===== config.mk =====
export PLATFORM = sky130hd
export DESIGN_NAME = affine_interp_filter
export DESIGN_NICKNAME = d
export VERILOG_FILES = /design/src/rtl/affine_interp_pkg.sv /design/src/rtl/interp_tap_mcm.sv /design/src/rtl/affine_interp_filter.sv
export SDC_FILE = /design/constraint.sdc
export NUM_CORES = 1
export LEC_CHECK = 0
export CAP_MARGIN = 0
export CORE_ASPECT_RATIO = 0.7
export CORE_UTILIZATION = 65
export DETAILED_ROUTE_END_ITERATION = 8
export PLACE_DENSITY = 0.89
export SLEW_MARGIN = 20
export SYNTH_ARGS = -nofsm -noshare
export SYNTH_HDL_FRONTEND = slang
export SYNTH_HIERARCHICAL = 1
export SYNTH_SLANG_ARGS = --single-unit

===== constraint.sdc =====
create_clock -name clk -period 20.6 [get_ports clk]
set_input_delay 3.09 -clock clk [delete_from_list [all_inputs] [get_ports clk]]
set_output_delay 3.09 -clock clk [all_outputs]
set_load 0.01 [all_outputs]

===== src/rtl/affine_interp_pkg.sv =====
// Shared constants for the affine interpolation filter.
// Holds the tap count, phase width, rounding constants and the
// 8-tap quarter-pel coefficient table. Each row of the table sums to 64.
// COEF[frac][i] is the coefficient applied to window sample s[i].
package affine_interp_pkg;

    localparam int unsigned NTAPS     = 8;
    localparam int unsigned FRAC_BITS = 2;
    localparam int unsigned SHIFT     = 6;
    localparam int unsigned ROUND     = 32;

    typedef logic [FRAC_BITS-1:0] frac_t;

    localparam int COEF [4][8] = '{
        '{ 0, 0,   0, 64,  0,   0, 0,  0},
        '{-1, 4, -10, 58, 17,  -5, 1,  0},
        '{-1, 4, -11, 40, 40, -11, 4, -1},
        '{ 0, 1,  -5, 17, 58, -10, 4, -1}
    };

    function automatic int coef_mag(input int c);
        return (c < 0) ? -c : c;
    endfunction

endpackage


===== src/rtl/interp_tap_mcm.sv =====
// Per-tap multiple-constant multiplier, purely combinational.
// Builds the coefficient multiples with shifts and adds, then picks the
// one for this tap and phase and negates it for negative coefficients.
// Multiples not used by this tap's column of COEF are removed by
// constant propagation, since TAP is fixed per instance.
// Ports:
//   sample  - unsigned reference sample (zero-extended internally)
//   frac    - quarter-pel phase of the beat
//   product - signed coefficient * sample, SUM_W bits
module interp_tap_mcm
    import affine_interp_pkg::*;
#(
    parameter int unsigned BIT_DEPTH = 10,
    parameter int unsigned SUM_W     = BIT_DEPTH + 9,
    parameter int unsigned TAP       = 0
) (
    input  logic [BIT_DEPTH-1:0]    sample,
    input  frac_t                   frac,
    output logic signed [SUM_W-1:0] product
);

    logic signed [SUM_W-1:0] x1, x4, x5, x10, x11, x17, x40, x58, x64;
    logic signed [SUM_W-1:0] mag;
    int c;

    assign x1  = $signed({{(SUM_W-BIT_DEPTH){1'b0}}, sample});
    assign x4  = x1 <<< 2;
    assign x5  = x4 + x1;
    assign x10 = x5 <<< 1;
    assign x11 = x10 + x1;
    assign x17 = (x1 <<< 4) + x1;
    assign x40 = x5 <<< 3;
    assign x58 = (x1 <<< 6) - (x1 <<< 2) - (x1 <<< 1);
    assign x64 = x1 <<< 6;

    always_comb begin
        c = COEF[frac][TAP];
        case (coef_mag(c))
            1:       mag = x1;
            4:       mag = x4;
            5:       mag = x5;
            10:      mag = x10;
            11:      mag = x11;
            17:      mag = x17;
            40:      mag = x40;
            58:      mag = x58;
            64:      mag = x64;
            default: mag = '0;
        endcase
        product = (c < 0) ? -mag : mag;
    end

endmodule


===== src/rtl/affine_interp_filter.sv =====
// Streaming 8-tap quarter-pel horizontal interpolation filter.
// A sliding window of the last 8 accepted samples feeds one MCM per tap;
// products, pairwise sums and the rounded/clipped result are registered
// in three stages behind the window register. A stalled output freezes
// the whole pipeline, so in_ready is simply the inverse of that stall.
// Ports:
//   clk, rst_n            - clock, synchronous active-low reset
//   in_valid/in_ready     - input handshake
//   in_sample             - unsigned reference sample
//   in_first, frac        - row start marker and the row's phase
//   out_valid/out_ready   - output handshake
//   out_sample            - interpolated, clipped sample
module affine_interp_filter
    import affine_interp_pkg::*;
#(
    parameter int unsigned BIT_DEPTH = 10,
    parameter int unsigned SUM_W     = BIT_DEPTH + 9
) (
    input  logic                 clk,
    input  logic                 rst_n,
    input  logic                 in_valid,
    output logic                 in_ready,
    input  logic [BIT_DEPTH-1:0] in_sample,
    input  logic                 in_first,
    input  logic [1:0]           frac,
    output logic                 out_valid,
    input  logic                 out_ready,
    output logic [BIT_DEPTH-1:0] out_sample
);

    localparam logic signed [SUM_W-1:0] RND  = SUM_W'(ROUND);
    localparam logic signed [SUM_W-1:0] MAXV =
        {{(SUM_W-BIT_DEPTH){1'b0}}, {BIT_DEPTH{1'b1}}};

    logic [BIT_DEPTH-1:0]    win [NTAPS];
    logic [3:0]              fill, fill_nxt;
    frac_t                   row_frac, beat_frac, win_frac;
    logic                    stall, accept;
    logic                    v0, v1, v2;
    logic signed [SUM_W-1:0] prod   [NTAPS];
    logic signed [SUM_W-1:0] prod_r [NTAPS];
    logic signed [SUM_W-1:0] pair_r [NTAPS/2];
    logic signed [SUM_W-1:0] total, rounded;
    logic [BIT_DEPTH-1:0]    clipped;

    assign stall     = out_valid && !out_ready;
    assign in_ready  = !stall;
    assign accept    = in_valid && in_ready;
    assign beat_frac = in_first ? frac : row_frac;

    always_comb begin
        fill_nxt = fill;
        if (in_first)
            fill_nxt = 4'd1;
        else if (fill != 4'(NTAPS))
            fill_nxt = fill + 4'd1;
    end

    // Products are taken from the registered window with the phase that
    // entered alongside the newest sample, so a row change mid-flight
    // never mixes phases.
    for (genvar g = 0; g < NTAPS; g++) begin : g_tap
        interp_tap_mcm #(
            .BIT_DEPTH(BIT_DEPTH),
            .SUM_W    (SUM_W),
            .TAP      (g)
        ) u_mcm (
            .sample (win[g]),
            .frac   (win_frac),
            .product(prod[g])
        );
    end

    always_comb begin
        total   = pair_r[0] + pair_r[1] + pair_r[2] + pair_r[3];
        rounded = (total + RND) >>> SHIFT;
        if (rounded[SUM_W-1])
            clipped = '0;
        else if (rounded > MAXV)
            clipped = '1;
        else
            clipped = rounded[BIT_DEPTH-1:0];
    end

    always_ff @(posedge clk) begin
        if (!rst_n) begin
            fill       <= '0;
            row_frac   <= '0;
            win_frac   <= '0;
            v0         <= 1'b0;
            v1         <= 1'b0;
            v2         <= 1'b0;
            out_valid  <= 1'b0;
            out_sample <= '0;
            for (int unsigned i = 0; i < NTAPS; i++) begin
                win[i]    <= '0;
                prod_r[i] <= '0;
            end
            for (int unsigned k = 0; k < NTAPS/2; k++)
                pair_r[k] <= '0;
        end else if (!stall) begin
            if (accept) begin
                for (int unsigned i = 0; i < NTAPS-1; i++)
                    win[i] <= win[i+1];
                win[NTAPS-1] <= in_sample;
                fill         <= fill_nxt;
                win_frac     <= beat_frac;
                if (in_first)
                    row_frac <= frac;
            end
            v0 <= accept && (fill_nxt == 4'(NTAPS));

            for (int unsigned i = 0; i < NTAPS; i++)
                prod_r[i] <= prod[i];
            v1 <= v0;

            for (int unsigned k = 0; k < NTAPS/2; k++)
                pair_r[k] <= prod_r[2*k] + prod_r[2*k+1];
            v2 <= v1;

            out_valid <= v2;
            if (v2)
                out_sample <= clipped;
        end
    end

endmodule


==> impl_results.md, run 1 <==
* Status: finished, final reports clean
* Clk Latency, worst-skew pair at 550 ps
* Most frequent cells in the layout: 308 x edfxtp_1, 226 x ha_1, 205 x and3_1
* Initial antenna violation count at 1
* CP dominant cell by count: clkdlybuf4s50_1
* Int Pwr at 0.00133 W
* Pwr dens at 69.5 mW/mm2
* Logic gate share of total power at 0.260
* Synth top area cells: edfxtp_1 35%, ha_1 11%, and3_1 4.9%, fa_1 3.6%, xnor2_1 3.4%
* H-tree Lvls at 2
* TritonCTS buffer count at 35
* Sw Pwr at 0.000613 W
* Commonest non-fill, non-tap cell in the layout: edfxtp_1
* Routed WL per cell at 21.2 um
* Layout cells sized above 1 at 0.0627
* Gr usage total at 0.323
* GP Congestion at 0.945
* Routed WL at 67400 um
* Max Root-Sink Buffers at 3
* Post-synth top area cell: edfxtp_1
* Post-DP HPWL at 47800 um
* Nets at 2913
* Post-Place Setup Slack at 12140 ps
* Largest net degree at the start of global routing at 97
* I/O pin cnt at 29
* Max incr delay on CP at 950 ps
* PortBufs at 28
* Final Skew at 25.8 ps
* Area Overhead vs Synth at 5.95%
* Via count at 21200
* Leak at 12.5 nW
* Worst Path Buf+Inv at 3
* Final hold vios at 0
* Worst-path maximum fanout at 69
* CP Class: primary input to primary output
* Die ar. at 0.0413 mm2
* Share of the yosys chip area belonging to registers at 0.366
* Worst path arrival time at 5880 ps
* Worst setup SP type: primary input
* Worst-Margin Slew at 1120 ps
* Register bit total from synthesis at 328
* VDD IR-drop max at 0.0000529 V
* Syn Area/Cell at 9.88 um2
* Worst hold path type: flop to flop
* Vias/cell at 6.66
* Setup TNS at 0 ps
* Core area at 0.0398 mm2
* EDFF count, synth at 308
* Initial core utilization at 0.661
* CTS resizes at 0
* Sequential cell fraction of total power at 0.413
* CTS Sinks at 328
* Vias in the first global route at 19900
* Synth Instances at 2666
* Top_reg_cell synth: edfxtp_1
* Sw Ratio at 0.316
* DR pass1 iterations at 6
* Fmax at 112 MHz
* Cell Area, Synth at 0.0263 mm2
* GR Overflow Total at 0
* Row cnt at 61
* Cells along the critical path: clkdlybuf4s50_1 > nor2b_1 > clkinv_2 > clkdlybuf4s50_1
* RSZ-0062 raised after global routing: false
* Critical Path RT at 17510 ps
* Clock group share of total power at 0.326
* Slowest-stage cell, CP: clkinv_2
* Drc violations at 0
* Setup violators final at 0
* Synth unique cells at 129
* # hold bufs at CTS at 0
* Worst slew margin at 0.246
* Top-area cell type share of the netlist area at 0.351
* Top Family by Delay on Critical Path: buffers and inverters
* Synth warn at 6
* First-pass GRT wire length at 107000 um
* Fin crit period at 8970 ps
* Asr flop ratio synth at 0
* Max Slew Vio Count at 0
* Die Wd at 243 um
* Root Driver: clkbuf_16
* Period utilisation layout at 0.435
* CTS tree: done
* Worst path setup slack after routing at 11630 ps
* Post-CTS Setup Bufs at 0
* Register clock-pin slew on the reported worst setup and hold paths at 60 ps
* Die height at 170 um
* Crit end category: primary output
* Core Util, Final at 0.700
* Starting DRT DRC Count at 2482
* Max Cap Viol at 0
* Antenna Nets Post-Route at 0
-- per-layer routing --
| layer | wire [um] | up-vias | global-route usage |
|---|---|---|---|
| li1 | - | 9754 | - |
| met2 | 30400 | 1098 | 0.514 |
| met4 | 1380 | 0 | 0.0818 |
| met5 | 0 | - | 0 |
| met3 | 6270 | 113 | 0.0442 |
| met1 | 29400 | 10300 | 0.467 |
-- worst reg2reg max path: stages, from the launching register on --
cell	delay, ps
edfxtp_1	530
ha_1	320
fa_1	430
a211oi_2	230
nor2_1	90
xor2_1	330
ha_1	280
a21o_1	180
a21oi_1	110
or3b_2	480
a311oi_2	350
xor2_1	140
a22oi_2	180
nor2b_4	250
or4b_4	500
xnor2_1	140
and3_1	170
-- metrics by stage --
stage	power [W]	instances	hold slack [ps]	area, um2
4_1_cts	0.00193	3184	463	27900
2_1_floorplan	0.00119	2677	441	26400
3_3_place_gp	0.00128	3120	435	26800
3_5_place_dp	0.00130	3120	447	26800
5_1_grt	0.00202	3184	493	27900
6_report	0.00194	3185	457	27900
-- path summary, 6_finish.rpt --
| check | from | end | slack [ps] | cells past startpoint |
|---|---|---|---|---|
| worst max-delay path | out_ready | in_ready | 11630 | 4 |
| worst min-delay path | out_sample[7] | out_sample[7] | 460 | 2 |
| worst min register to register | out_sample[7] | out_sample[7] | 460 | 2 |
| worst max register to register | win[1][10] | prod_r[1][32] | 15640 | 16 |
-- cell type report --
type	instances	area (um2)
fillers	2881	11900
clock inverters	23	206
well taps	535	669
repair buffers	40	372
flip-flops and latches	328	9650
inverters	172	648
multi-input cells	2045	15400
clock buffers	41	920
diodes	1	2.50
-- registers in the layout, summed over array words and instances (netlist names) --
name        count
out_valid       1
prod_r        152
fill            4
v1              1
pair_r         76
win            80
out_sample     10
v0              1
win_frac        2
v2              1
-- synthesized netlist by cell type (9+ instances only) --
cell type,instances
edfxtp_1,308
ha_1,226
and3_1,205
nor2_1,170
inv_1,168
a21oi_1,139
nand2_1,136
xnor2_1,103
o21ai_0,97
and2_1,90
clkbuf_1,81
xor2_1,70
nor3_1,69
a21o_1,50
nand3_1,49
fa_1,48
o21a_1,48
a211oi_1,35
nor2b_1,30
nand2b_1,25
mux2i_1,21
o21ai_1,21
dfxtp_1,20
o211ai_1,20
a22o_1,18
a31oi_1,18
buf_4,18
nor4_1,18
o21bai_1,16
a41oi_1,15
o22ai_1,15
or3_1,14
o31ai_1,13
buf_2,12
o31a_1,12
a21boi_0,11
a22oi_1,11
buf_6,11
nand4_1,11
nand3b_1,10
nor3b_1,9
-- power by group through the flow --
stage | sequential (W) | combinational, W | clock [W]
after global routing | 0.000804 | 0.000553 | 0.000658
final | 0.000802 | 0.000505 | 0.000633
after floorplan | 0.000794 | 0.000395 | 0
after detailed placement | 0.000814 | 0.000490 | 0
after global placement | 0.000813 | 0.000468 | 0
after CTS | 0.000800 | 0.000495 | 0.000636
-- cells by family (layout without fill, tap and decap cells) --
family                   after synthesis  count (layout)  synth area share
multiplexers                          35              35            0.0162
XOR/XNOR                             174             174            0.0581
buffers and inverters                304             276            0.0497
AND/OR/NAND/NOR                      894             894             0.188
adder cells (fa/ha/maj)              274             274             0.144
other                                  2              14          0.000285
flip-flops                           328             328             0.366
AO/OA/AOI/OAI                        655             655             0.177
Note: power is estimated with default switching activity, not from simulation.
==> run 2, diff against run 1 <==
==> constraint.sdc (replaced) <==
create_clock -name clk -period 9 [get_ports clk]
set_input_delay 1.35 -clock clk [delete_from_list [all_inputs] [get_ports clk]]
set_output_delay 1.35 -clock clk [all_outputs]
set_load 0.01 [all_outputs]
==> run 2 against run 1 <==
  * Via count down 1.4%
  * Clock power up 130%
  * Final area is 0.11% lower
  * Critical endpoint unchanged
  * Register-to-register slack got worse by 12000 ps
  * Total power up 130%
  * Critical path depth is the same
  * Worst hold slack worse by 10 ps
  * Non-clock buffer count decreased by 2
  * Sequential power rose by 130%
==> impl_results.md, run 2 (synthesis results as in run 1) <==
* Starting DRT DRC Count at 2765 (+11%)
* Row cnt at 61 (unchanged)
* CTS resizes at 0 (unchanged)
* Gr usage total at 0.319 (-0.00441)
* Root Driver: clkbuf_16
* Via count at 20900 (-1.4%)
* WHS Path Cells at 2 (unchanged)
* Worst Path Buf+Inv at 3 (unchanged)
* TritonCTS buffer count at 34 (-2.9%)
* # hold bufs at CTS at 0 (unchanged)
* Worst-path maximum fanout at 72 (+4.3%)
* Most frequent cells in the layout: 308 x edfxtp_1, 226 x ha_1, 205 x and3_1
* H-tree Lvls at 2 (unchanged)
* CP Class: primary input to primary output
* Post-CTS Setup Bufs at 0 (unchanged)
* Setup TNS at 0 ps (unchanged)
* Multi-input gate area at 0.0154 mm2 (about the same)
* Wire length on met3 at 6870 um (+9.6%)
* Placed cell areas at 0.0268 mm2 (about the same)
* Pwr dens at 159 mW/mm2 (+130%)
* I/O pin cnt at 29 (unchanged)
* Routed WL per cell at 20.9 um (-1.1%)
* Initial antenna violation count at 3 (+2)
* RSZ-0062 raised after global routing: false
* Routed WL at 66400 um (-1.4%)
* Final Skew at 31.2 ps (+5.47 ps)
* Leak at 12.5 nW (-0.12%)
* Setup violators final at 0 (unchanged)
* Critical Path RT at 7650 ps (-9860 ps)
* Seq. cell area at 0.00965 mm2 (unchanged)
* Die Wd at 243 um (unchanged)
* R2r endpoint: prod_r[1][36]
* Commonest non-fill, non-tap cell in the layout: edfxtp_1
* Largest net degree at the start of global routing at 112 (+15%)
* Vias in the first global route at 19900 (+0.20%)
* Vias/cell at 6.59 (-1.1%)
* Max FFs per register at 152 (unchanged)
* PortBufs at 28 (unchanged)
* Max Cap Viol at 0 (unchanged)
* Fin crit period at 5190 ps
* Hold Crit Start: out_sample[0]
* Worst slew margin at 0.289 (+0.0426)
* Drc violations at 0 (unchanged)
* First-pass GRT wire length at 105000 um (-1.3%)
* Clk Latency, worst-skew pair at 560 ps (about the same)
* WL met1 at 28900 um (-1.7%)
* Slowest-stage cell, CP: clkinv_2
* Biggest register: prod_r
* Die height at 170 um (unchanged)
* Final hold vios at 0 (unchanged)
* Met2 wire len at 29400 um (-3.2%)
* Nets at 2910 (-0.10%)
* Reg-to-reg slack, setup at 4130 ps (-11510 ps)
* Cells along the critical path: clkdlybuf4s50_1 > nor2b_1 > clkinv_2 > clkdlybuf4s50_1
* Core area at 0.0398 mm2 (unchanged)
* Area Overhead vs Synth at 5.83%
* Max Slew Vio Count at 0 (unchanged)
* CTS Sinks at 328 (unchanged)
* Worst path arrival time at 3840 ps (-2040 ps)
* GR Overflow Total at 0 (unchanged)
* Worst Hold Path EP: out_sample[0]
* Worst setup SP type: primary input
* Layout cells sized above 1 at 0.0614 (-0.00130)
* Design Area, Final at 0.0279 mm2 (-0.11%)
* Die ar. at 0.0413 mm2 (unchanged)
* Filler cell count at 2773 (-3.7%)
* GP Congestion at 0.941 (-0.45%)
* Antenna Nets Post-Route at 0 (unchanged)
* Reg2reg start: win[1][10]
* Fmax at 193 MHz
* DR pass1 iterations at 6 (unchanged)
* Initial core utilization at 0.661 (unchanged)
* Period utilisation layout at 0.577
* Top layer in use: met5
* Worst-Margin Slew at 1070 ps (-55.3 ps)
* Post-DP HPWL at 47200 um (-1.1%)
* Worst R2R Path Depth at 16 (unchanged)
* Largest regs: prod_r x152, win x80, pair_r x76
* CTS tree: done
* Max Root-Sink Buffers at 3 (unchanged)
* Status: finished, final reports clean
* Worst hold path type: flop to flop
* Register clock-pin slew on the reported worst setup and hold paths at 70 ps (about the same)
* Top Family by Delay on Critical Path: buffers and inverters
* CP dominant cell by count: clkdlybuf4s50_1
* VDD IR-drop max at 0.000137 V (+160%)
* Crit end category: primary output
* Max incr delay on CP at 850 ps (-100 ps)
==> run 2: worst max path at each step <==
stage | startpoint | endpoint | slack [ps] | depth (start not counted)
floorplan | rst_n | pair_r[0][0] | 1400 | 4
global placement | out_ready | win[0][27] | 4090 | 8
detailed placement | out_ready | win[0][34] | 4000 | 8
CTS | out_ready | in_ready | 4150 | 4
global route | out_ready | in_ready | 3670 | 4
finish | out_ready | in_ready | 3810 | 4
==> run 2: routing by layer <==
layer | vias up | track usage
met1 | 10000 | 0.464
met5 | - | 0
met3 | 124 | 0.0598
met2 | 1053 | 0.493
met4 | 2 | 0.0768
li1 | 9737 | -
==> run 2: layout make-up <==
| cell class | instances | share of cell area |
|---|---|---|
| Clock buffer | 39 | 0.0320 |
| Multi-Input combinational cell | 2045 | 0.554 |
| Sequential cell | 328 | 0.346 |
| Antenna cell | 1 | 0.0000898 |
| Inverter | 172 | 0.0233 |
| Tap cell | 535 | 0.0240 |
| Clock inverter | 18 | 0.00745 |
| Timing Repair Buffer | 38 | 0.0129 |
==> run 2: stage by stage <==
stage          setup WS [ps]  total power (W)  instances   util  hold slack, ps
4_1_cts                 4150          0.00440       3175  0.699             450
2_1_floorplan           1400          0.00272       2677      -             441
5_1_grt                 3670          0.00461       3175  0.700             468
3_5_place_dp            4000          0.00298       3118  0.672             440
6_report                3810          0.00443       3176  0.700             447
3_3_place_gp            4090          0.00293       3118  0.672             434
==> run 2: report_power, final <==
part | leakage, nW | switching (W) | internal (W) | total, W
Combinational | 8.17 | 0.000683 | 0.000471 | 0.00115
Clock | 0.537 | 0.000608 | 0.000826 | 0.00143
Sequential | 3.82 | 0.0000933 | 0.00174 | 0.00184
Total | 12.5 | 0.00139 | 0.00304 | 0.00443
==> run 2: worst min-delay path: cells and delay by family, from the launching register on <==
kind               cells  cell delay, ps
AOI/OAI and AO/OA      1              50
and+or+nand+nor        1              50
DFF                    1             310
